[src/rtl/stall_ctrl_v2_pkg.sv]
// Shared definitions for the pipeline stall/flush controller: FSM state codes,
// stage indices, halt-code constants and a small width helper.
package stall_ctrl_v2_pkg;

    // Controller FSM: idle (no owner) or locked to one stall source.
    typedef enum logic {
        CtrlIdle = 1'b0,
        CtrlLock = 1'b1
    } ctrl_state_e;

    // Stage indices into the stall/flush vectors.
    localparam int unsigned StgIf  = 0;
    localparam int unsigned StgId  = 1;
    localparam int unsigned StgEx  = 2;
    localparam int unsigned StgMem = 3;
    localparam int unsigned StgWb  = 4;

    // Halt code reported when no source owns the pipeline.
    localparam int unsigned HaltNone = 0;

    // Level of rst that resets the core.
    localparam logic RstEnable = 1'b1;

    // Flush length is bounded to 1..15, so a 4-bit down-counter suffices.
    localparam int unsigned FlushCntW = 4;

    // Bits needed to hold values 0..max_val, never less than one bit.
    function automatic int unsigned min_width(input int unsigned max_val);
        return (max_val < 1) ? 1 : $clog2(max_val + 1);
    endfunction

endpackage

[src/rtl/stall_ctrl_v2_prio_arb.sv]
// Combinational fixed-priority arbiter: bit 0 wins, reports found flag and
// the binary index of the lowest set request.
module stall_ctrl_v2_prio_arb #(
    parameter int unsigned N    = 3,
    parameter int unsigned IdxW = 2
) (
    input  logic [N-1:0]    req,
    output logic            found,
    output logic [IdxW-1:0] idx
);

    // Scan from the top down so the lowest set index is the last one written.
    always_comb begin
        found = 1'b0;
        idx   = '0;
        for (int i = N - 1; i >= 0; i--) begin
            if (req[i]) begin
                found = 1'b1;
                idx   = IdxW'(i);
            end
        end
    end

endmodule

[src/rtl/stall_ctrl_v2.sv]
// Pipeline stall/flush controller. Arbitrates level-sensitive stall requests
// by fixed priority with ownership locking, drives per-stage stall and flush
// vectors, a halt code, a saturating stall-cycle counter and a sticky
// hang-detect flag. rdy=0 freezes all state and forces a full stall.
module stall_ctrl_v2
    import stall_ctrl_v2_pkg::*;
#(
    parameter int unsigned                 NUM_SRC    = 3,
    parameter int unsigned                 STAGES     = 5,
    parameter logic [NUM_SRC*STAGES-1:0]   SRC_MASK   = 15'b01111_01111_00001,
    parameter logic [STAGES-1:0]           FLUSH_MASK = 5'b00011,
    parameter int unsigned                 FLUSH_LEN  = 1,
    parameter int unsigned                 CNT_W      = 32,
    parameter int unsigned                 TIMEOUT    = 1024
) (
    input  logic                         clk,
    input  logic                         rst,
    input  logic                         rdy,
    input  logic [NUM_SRC-1:0]           req,
    input  logic                         flush_req,
    input  logic                         perf_clr,
    output logic [STAGES-1:0]            stall,
    output logic [STAGES-1:0]            flush,
    output logic [$clog2(NUM_SRC+1)-1:0] halt_code,
    output logic [CNT_W-1:0]             stall_cycles,
    output logic                         timeout
);

    localparam int unsigned IdxW  = min_width(NUM_SRC - 1);
    localparam int unsigned HaltW = $clog2(NUM_SRC + 1);
    localparam int unsigned HoldW = min_width(TIMEOUT);

    ctrl_state_e          state_q, state_d;
    logic [IdxW-1:0]      owner_q, owner_d;
    logic [FlushCntW-1:0] flush_cnt_q, flush_cnt_d;
    logic [HoldW-1:0]     hold_q, hold_d;
    logic [CNT_W-1:0]     cnt_q, cnt_d;
    logic                 timeout_q, timeout_d;

    logic                 found_init, found_re;
    logic [IdxW-1:0]      idx_init, idx_re;
    logic [NUM_SRC-1:0]   req_excl;

    logic                 own_active;
    logic [IdxW-1:0]      own_idx;
    logic [STAGES-1:0]    own_mask;
    logic [HaltW-1:0]     halt_now;
    logic                 flush_active;
    logic [HoldW:0]       hold_inc;

    // Requests other than the current owner, for same-cycle re-arbitration.
    always_comb begin
        req_excl = req & ~(NUM_SRC'(1) << owner_q);
    end

    stall_ctrl_v2_prio_arb #(
        .N    (NUM_SRC),
        .IdxW (IdxW)
    ) u_arb_init (
        .req   (req),
        .found (found_init),
        .idx   (idx_init)
    );

    stall_ctrl_v2_prio_arb #(
        .N    (NUM_SRC),
        .IdxW (IdxW)
    ) u_arb_re (
        .req   (req_excl),
        .found (found_re),
        .idx   (idx_re)
    );

    // Ownership FSM next state, hold counter and hang detection.
    always_comb begin
        state_d    = state_q;
        owner_d    = owner_q;
        hold_d     = hold_q;
        timeout_d  = timeout_q;
        own_active = 1'b0;
        own_idx    = owner_q;
        hold_inc   = {1'b0, hold_q} + (HoldW + 1)'(1);

        unique case (state_q)
            CtrlIdle: begin
                hold_d = '0;
                if (found_init) begin
                    own_active = 1'b1;
                    own_idx    = idx_init;
                    owner_d    = idx_init;
                    state_d    = CtrlLock;
                end
            end
            CtrlLock: begin
                if (req[owner_q]) begin
                    // Owner keeps the pipeline; higher-priority requests wait.
                    own_active = 1'b1;
                    if (TIMEOUT != 0) begin
                        if (hold_inc >= (HoldW + 1)'(TIMEOUT)) begin
                            hold_d    = HoldW'(TIMEOUT);
                            timeout_d = 1'b1;
                        end else begin
                            hold_d = hold_inc[HoldW-1:0];
                        end
                    end
                end else if (found_re) begin
                    // Gapless hand-over to the next waiting source.
                    own_active = 1'b1;
                    own_idx    = idx_re;
                    owner_d    = idx_re;
                    hold_d     = '0;
                end else begin
                    state_d = CtrlIdle;
                    hold_d  = '0;
                end
            end
            default: begin
                state_d = CtrlIdle;
                hold_d  = '0;
            end
        endcase
    end

    // Stage mask of the current owner and the matching halt code.
    always_comb begin
        own_mask = '0;
        halt_now = HaltW'(HaltNone);
        if (own_active) begin
            own_mask = SRC_MASK[int'(own_idx) * STAGES +: STAGES];
            halt_now = HaltW'(own_idx) + HaltW'(1);
        end
    end

    // Flush window: asserted on the request cycle, then while the count runs.
    always_comb begin
        flush_active = flush_req || (flush_cnt_q != '0);
        flush_cnt_d  = flush_cnt_q;
        if (flush_req) begin
            flush_cnt_d = FlushCntW'(FLUSH_LEN - 1);
        end else if (flush_cnt_q != '0) begin
            flush_cnt_d = flush_cnt_q - FlushCntW'(1);
        end
    end

    // Saturating stall-cycle counter; clear beats increment.
    always_comb begin
        cnt_d = cnt_q;
        if (perf_clr) begin
            cnt_d = '0;
        end else if ((halt_now != HaltW'(HaltNone)) && (cnt_q != '1)) begin
            cnt_d = cnt_q + CNT_W'(1);
        end
    end

    // Output drive: reset silences, rdy=0 stalls everything, else flush wins.
    always_comb begin
        stall     = '0;
        flush     = '0;
        halt_code = HaltW'(HaltNone);
        if (rst == RstEnable) begin
            stall     = '0;
            flush     = '0;
            halt_code = HaltW'(HaltNone);
        end else if (!rdy) begin
            stall     = '1;
            flush     = '0;
            // Frozen state reflects the last halt code driven.
            halt_code = (state_q == CtrlLock) ? HaltW'(owner_q) + HaltW'(1)
                                              : HaltW'(HaltNone);
        end else begin
            flush     = flush_active ? FLUSH_MASK : '0;
            stall     = own_mask & ~flush;
            halt_code = halt_now;
        end
    end

    assign stall_cycles = cnt_q;
    assign timeout      = timeout_q;

    // State registers: synchronous reset, frozen while rdy is low.
    always_ff @(posedge clk) begin
        if (rst == RstEnable) begin
            state_q     <= CtrlIdle;
            owner_q     <= '0;
            flush_cnt_q <= '0;
            hold_q      <= '0;
            cnt_q       <= '0;
            timeout_q   <= 1'b0;
        end else if (rdy) begin
            state_q     <= state_d;
            owner_q     <= owner_d;
            flush_cnt_q <= flush_cnt_d;
            hold_q      <= hold_d;
            cnt_q       <= cnt_d;
            timeout_q   <= timeout_d;
        end
    end

endmodule

[config.mk]
export PLATFORM = sky130hd
export DESIGN_NAME = stall_ctrl_v2
export DESIGN_NICKNAME = d
export VERILOG_FILES = /design/src/rtl/stall_ctrl_v2_pkg.sv /design/src/rtl/stall_ctrl_v2_prio_arb.sv /design/src/rtl/stall_ctrl_v2.sv
export SDC_FILE = /design/constraint.sdc
export NUM_CORES = 1
export LEC_CHECK = 0
export CAP_MARGIN = 20
export CORE_ASPECT_RATIO = 1.75
export CORE_MARGIN = 3
export CORE_UTILIZATION = 30
export DETAILED_ROUTE_END_ITERATION = 8
export PLACE_DENSITY = 0.61
export SLEW_MARGIN = 20
export SYNTH_ARGS = -nofsm -noshare
export SYNTH_HDL_FRONTEND = slang
export SYNTH_HIERARCHICAL = 1
export SYNTH_SLANG_ARGS = --single-unit
[constraint.sdc]
create_clock -name clk -period 3.3 [get_ports clk]
set_clock_uncertainty 0.2 [all_clocks]
set_input_delay 0.33 -clock clk [delete_from_list [all_inputs] [get_ports clk]]
set_output_delay 0.33 -clock clk [all_outputs]
set_load 0.03 [all_outputs]
==> results.tsv <==
stage	metric	value	unit
hold_path	Hold Path Depth	2	
flow_run	Max-cap violations	0	
timing	Slew @ Worst Pin	0.879	ns
detailed_routing	residual DRC count	0	
synthesis	Gate Count Post-Synth	432	
worst_setup_path	CP Capture Type	output port	
synthesis	Post-synth EDFFs	0	
worst_setup_path	slowest stage cell, crit path	clkdlybuf4s50_1	
power_and_ir_drop	Leakage	1.51	nW
timing	minimum clock period	3.25	ns
synthesis	Mapped Area	3340	sq um
synthesis	dominant synthesized flop cell	dfxtp_1	
layout	most common cell after layout, fill and taps aside	dfxtp_1	
layout	nets@finish	521	
detailed_routing	DR WL/cell	17.7	microns
layout	ANT cells	0	
global_routing	grt total ovfl	0	
timing	Max Freq	308	MHz
cts	CTS Buffer Depth	2	
floorplanning	full die area	12500	sq um
layout	synth-to-layout area growth	35.6	%
global_routing	initial antenna violation count	0	
detailed_routing	met2 wire length	6050	microns
floorplanning	die height	146	microns
floorplanning	Ports	53	
worst_setup_path	R2R setup slack	0.11	ns
timing	Final period util	98.5	%
worst_setup_path	Startpoint Class	input pin	
detailed_routing	routed via count	3749	
floorplanning	cell row count	50	
synthesis	Synth Register Bits	51	
cts	CTS root buf	clkbuf_16	
timing	Final Hold Fails	0	
worst_setup_path	r2r startpoint	owner_q[0]	
worst_setup_path	critical path data arrival time	2.72	ns
detailed_routing	post-route ant nets	0	
cts	H-tree depth	2	
timing	RSZ-0062 raised after global routing	yes	
worst_setup_path	most used cell, CP	buf_6	
synthesis	Post-Syn Area per Cell	7.74	sq um
worst_setup_path	FF-to-FF End	stall_cycles[8]	
cts	clock sink total	51	
hold_path	min-delay worst type	flop to flop	
global_routing	first-pass GRT wire length	17700	microns
worst_setup_path	crit-path cells	clkdlybuf4s50_1, nor2b_2, or3_4, o2111a_2, o31a_1, ha_4, buf_6, nand2_4, a21oi_4, and2_4, buf_6	
layout	design area	4530	sq um
placed_design	pre-CTS setup slack	-0.523	ns
detailed_routing	DR top layer	met4	
cts	Clk pin slew, worst setup/hold paths	0.07	ns
worst_setup_path	Slowest Stage Delay on Critical Path	0.47	ns
global_routing	vias in the first global route	3530	
timing	Final Setup Violations	0	
synthesis	post-synth top area share	30.5	%
hold_path	Hold Crit Start	timeout	
floorplanning	Initial Utilization	30.9	%
timing	relative slew slack	41.4	%
layout	layout cells sized above 1	19.1	%
synthesis	sequential fraction of the synthesis area	30.5	%
power_and_ir_drop	worst IR drop on VDD	304	uV
placed_design	dpl hpwl	7910	microns
detailed_routing	DR pass1 iterations	5	
timing	Final Max Tran Viols	0	
worst_setup_path	Required @ worst endpoint	2.77	ns
detailed_routing	DRT iter0 DRCs	332	
synthesis	Async S/R FF share, synth	0	%
hold_path	hold worst-path end	timeout	
power_and_ir_drop	Power Density	344	nW/um^2
detailed_routing	met1 WL	4330	microns
placed_design	Final Wtd Congestion	0.850	
floorplanning	Die Width	85.8	microns
cts	clock latency on the worst-skew pair	0.30	ns
synthesis	synth top area cells	dfxtp_1, nand2_1, nand3_1, a31oi_1, a21oi_1	
worst_setup_path	reg2reg path depth	13	
worst_setup_path	critical path class	input pin to output port	
placed_design	Port Buf Inserts	49	
synthesis	Synth area leader	dfxtp_1	
worst_setup_path	Crit Path Max Fanout	4	
synthesis	Ys Warns	6	
detailed_routing	Post-Route WL	11300	microns
cts	total CTS buffers	5	
global_routing	GRT Total Usage	17.4	%
cts	CTS tree	yes	
timing	setup slack after layout	0.0507	ns
run_status	status	completed	
detailed_routing	via-per-instance ratio	5.89	
layout	commonest non-fill, non-tap cells in the layout	dfxtp_1, buf_4, nand2_1	
synthesis	Yosys cell types	61	
detailed_routing	wire length on met3	522	microns
placed_design	placed cell area	4160	sq um
floorplanning	core area	10800	sq um
global_routing	largest net degree at the start of global routing	51	
-- cells by family after synthesis --
logic type,synth area share [%]
other,0.112
and+or+nand+nor,32.3
muxes,2.40
AOI/OAI and AO/OA,23.8
adders and majority gates,2.62
buffers and inverters,6.96
xor gates and xnor gates,1.31
DFF,30.5
-- cells in the mapped netlist, types with 10 or more instances --
master	instances
nand2_1	48
nor3_1	15
nor2_1	27
a21oi_1	23
or3_1	10
nand4_1	14
or4_1	15
dfxtp_1	51
nor4_1	11
inv_1	15
nand3_1	27
a31oi_1	21
clkbuf_1	20
o211ai_1	10
-- stage by stage --
stage	std cells	setup TNS, ns	power (mW)	util (%)	hold WS, ns
4_1_cts	633	0	1.50	40.0	0.276
3_5_place_dp	625	-13.17	0.977	38.4	0.265
3_3_place_gp	625	-13.72	0.970	38.4	0.260
6_report	637	0	1.56	41.9	0.274
5_1_grt	637	-0.0800	1.62	41.9	0.296
2_1_floorplan	434	0	0.844	-	0.239
-- worst max-delay path, delay by kind of cell --
| kind | cells | cell delay [ns] |
|---|---|---|
| adders and majority gates | 1 | 0.30 |
| AOI/OAI and AO/OA | 3 | 0.63 |
| buffers and inverters | 3 | 0.69 |
| and+or+nand+nor | 4 | 0.76 |
-- final cells by class --
class,instances,area (sq um)
clock buffer,6,129
sequential,51,1030
inverter,18,72.6
fill,1097,6290
clock inverter,2,12.5
timing repair buffer,95,833
tap,130,163
multi-input combinational,335,2290
-- flip-flops by register name, summed over array words and instances, names as in the netlist --
signal / cells
timeout: 1
flush_cnt_q: 4
stall_cycles: 32
owner_q: 2
state_q: 1
hold_q: 11
-- worst max path at each step --
| stage | startpoint | to | slack (ns) | cells after the start |
|---|---|---|---|---|
| 2_1_floorplan | owner_q[0] | stall_cycles[9] | 0.01 | 16 |
| 3_3_place_gp | req[1] | stall_cycles[12] | -0.83 | 14 |
| 3_5_place_dp | req[1] | stall_cycles[12] | -0.52 | 14 |
| 4_1_cts | owner_q[0] | stall[1] | 0.009 | 13 |
| 5_1_grt | req[0] | stall[1] | -0.02 | 11 |
| 6_report | req[0] | stall[1] | 0.05 | 11 |
-- per-layer routing --
metal,vias up,GRT usage [%]
met5,-,0
met2,137,31.5
li1,1791,-
met3,32,2.44
met1,1789,19.5
met4,0,7.77
-- report_power, final --
part	internal [mW]	leakage, nW	switching (mW)
Clock	0.281	0.0669	0.241
Combinational	0.168	1.03	0.236
Sequential	0.622	0.413	0.0113
Total	1.07	1.51	0.488
-- repair_timing --
action                                  4_1_cts  5_1_grt
endpoints found under the setup margin       33       30
gates cloned                                  0        2
pin swaps                                     1        7
resized for setup                            11       38
hold buffers                                  0        0
buffers inserted                              0        2
(Power assumes the default switching activity.)
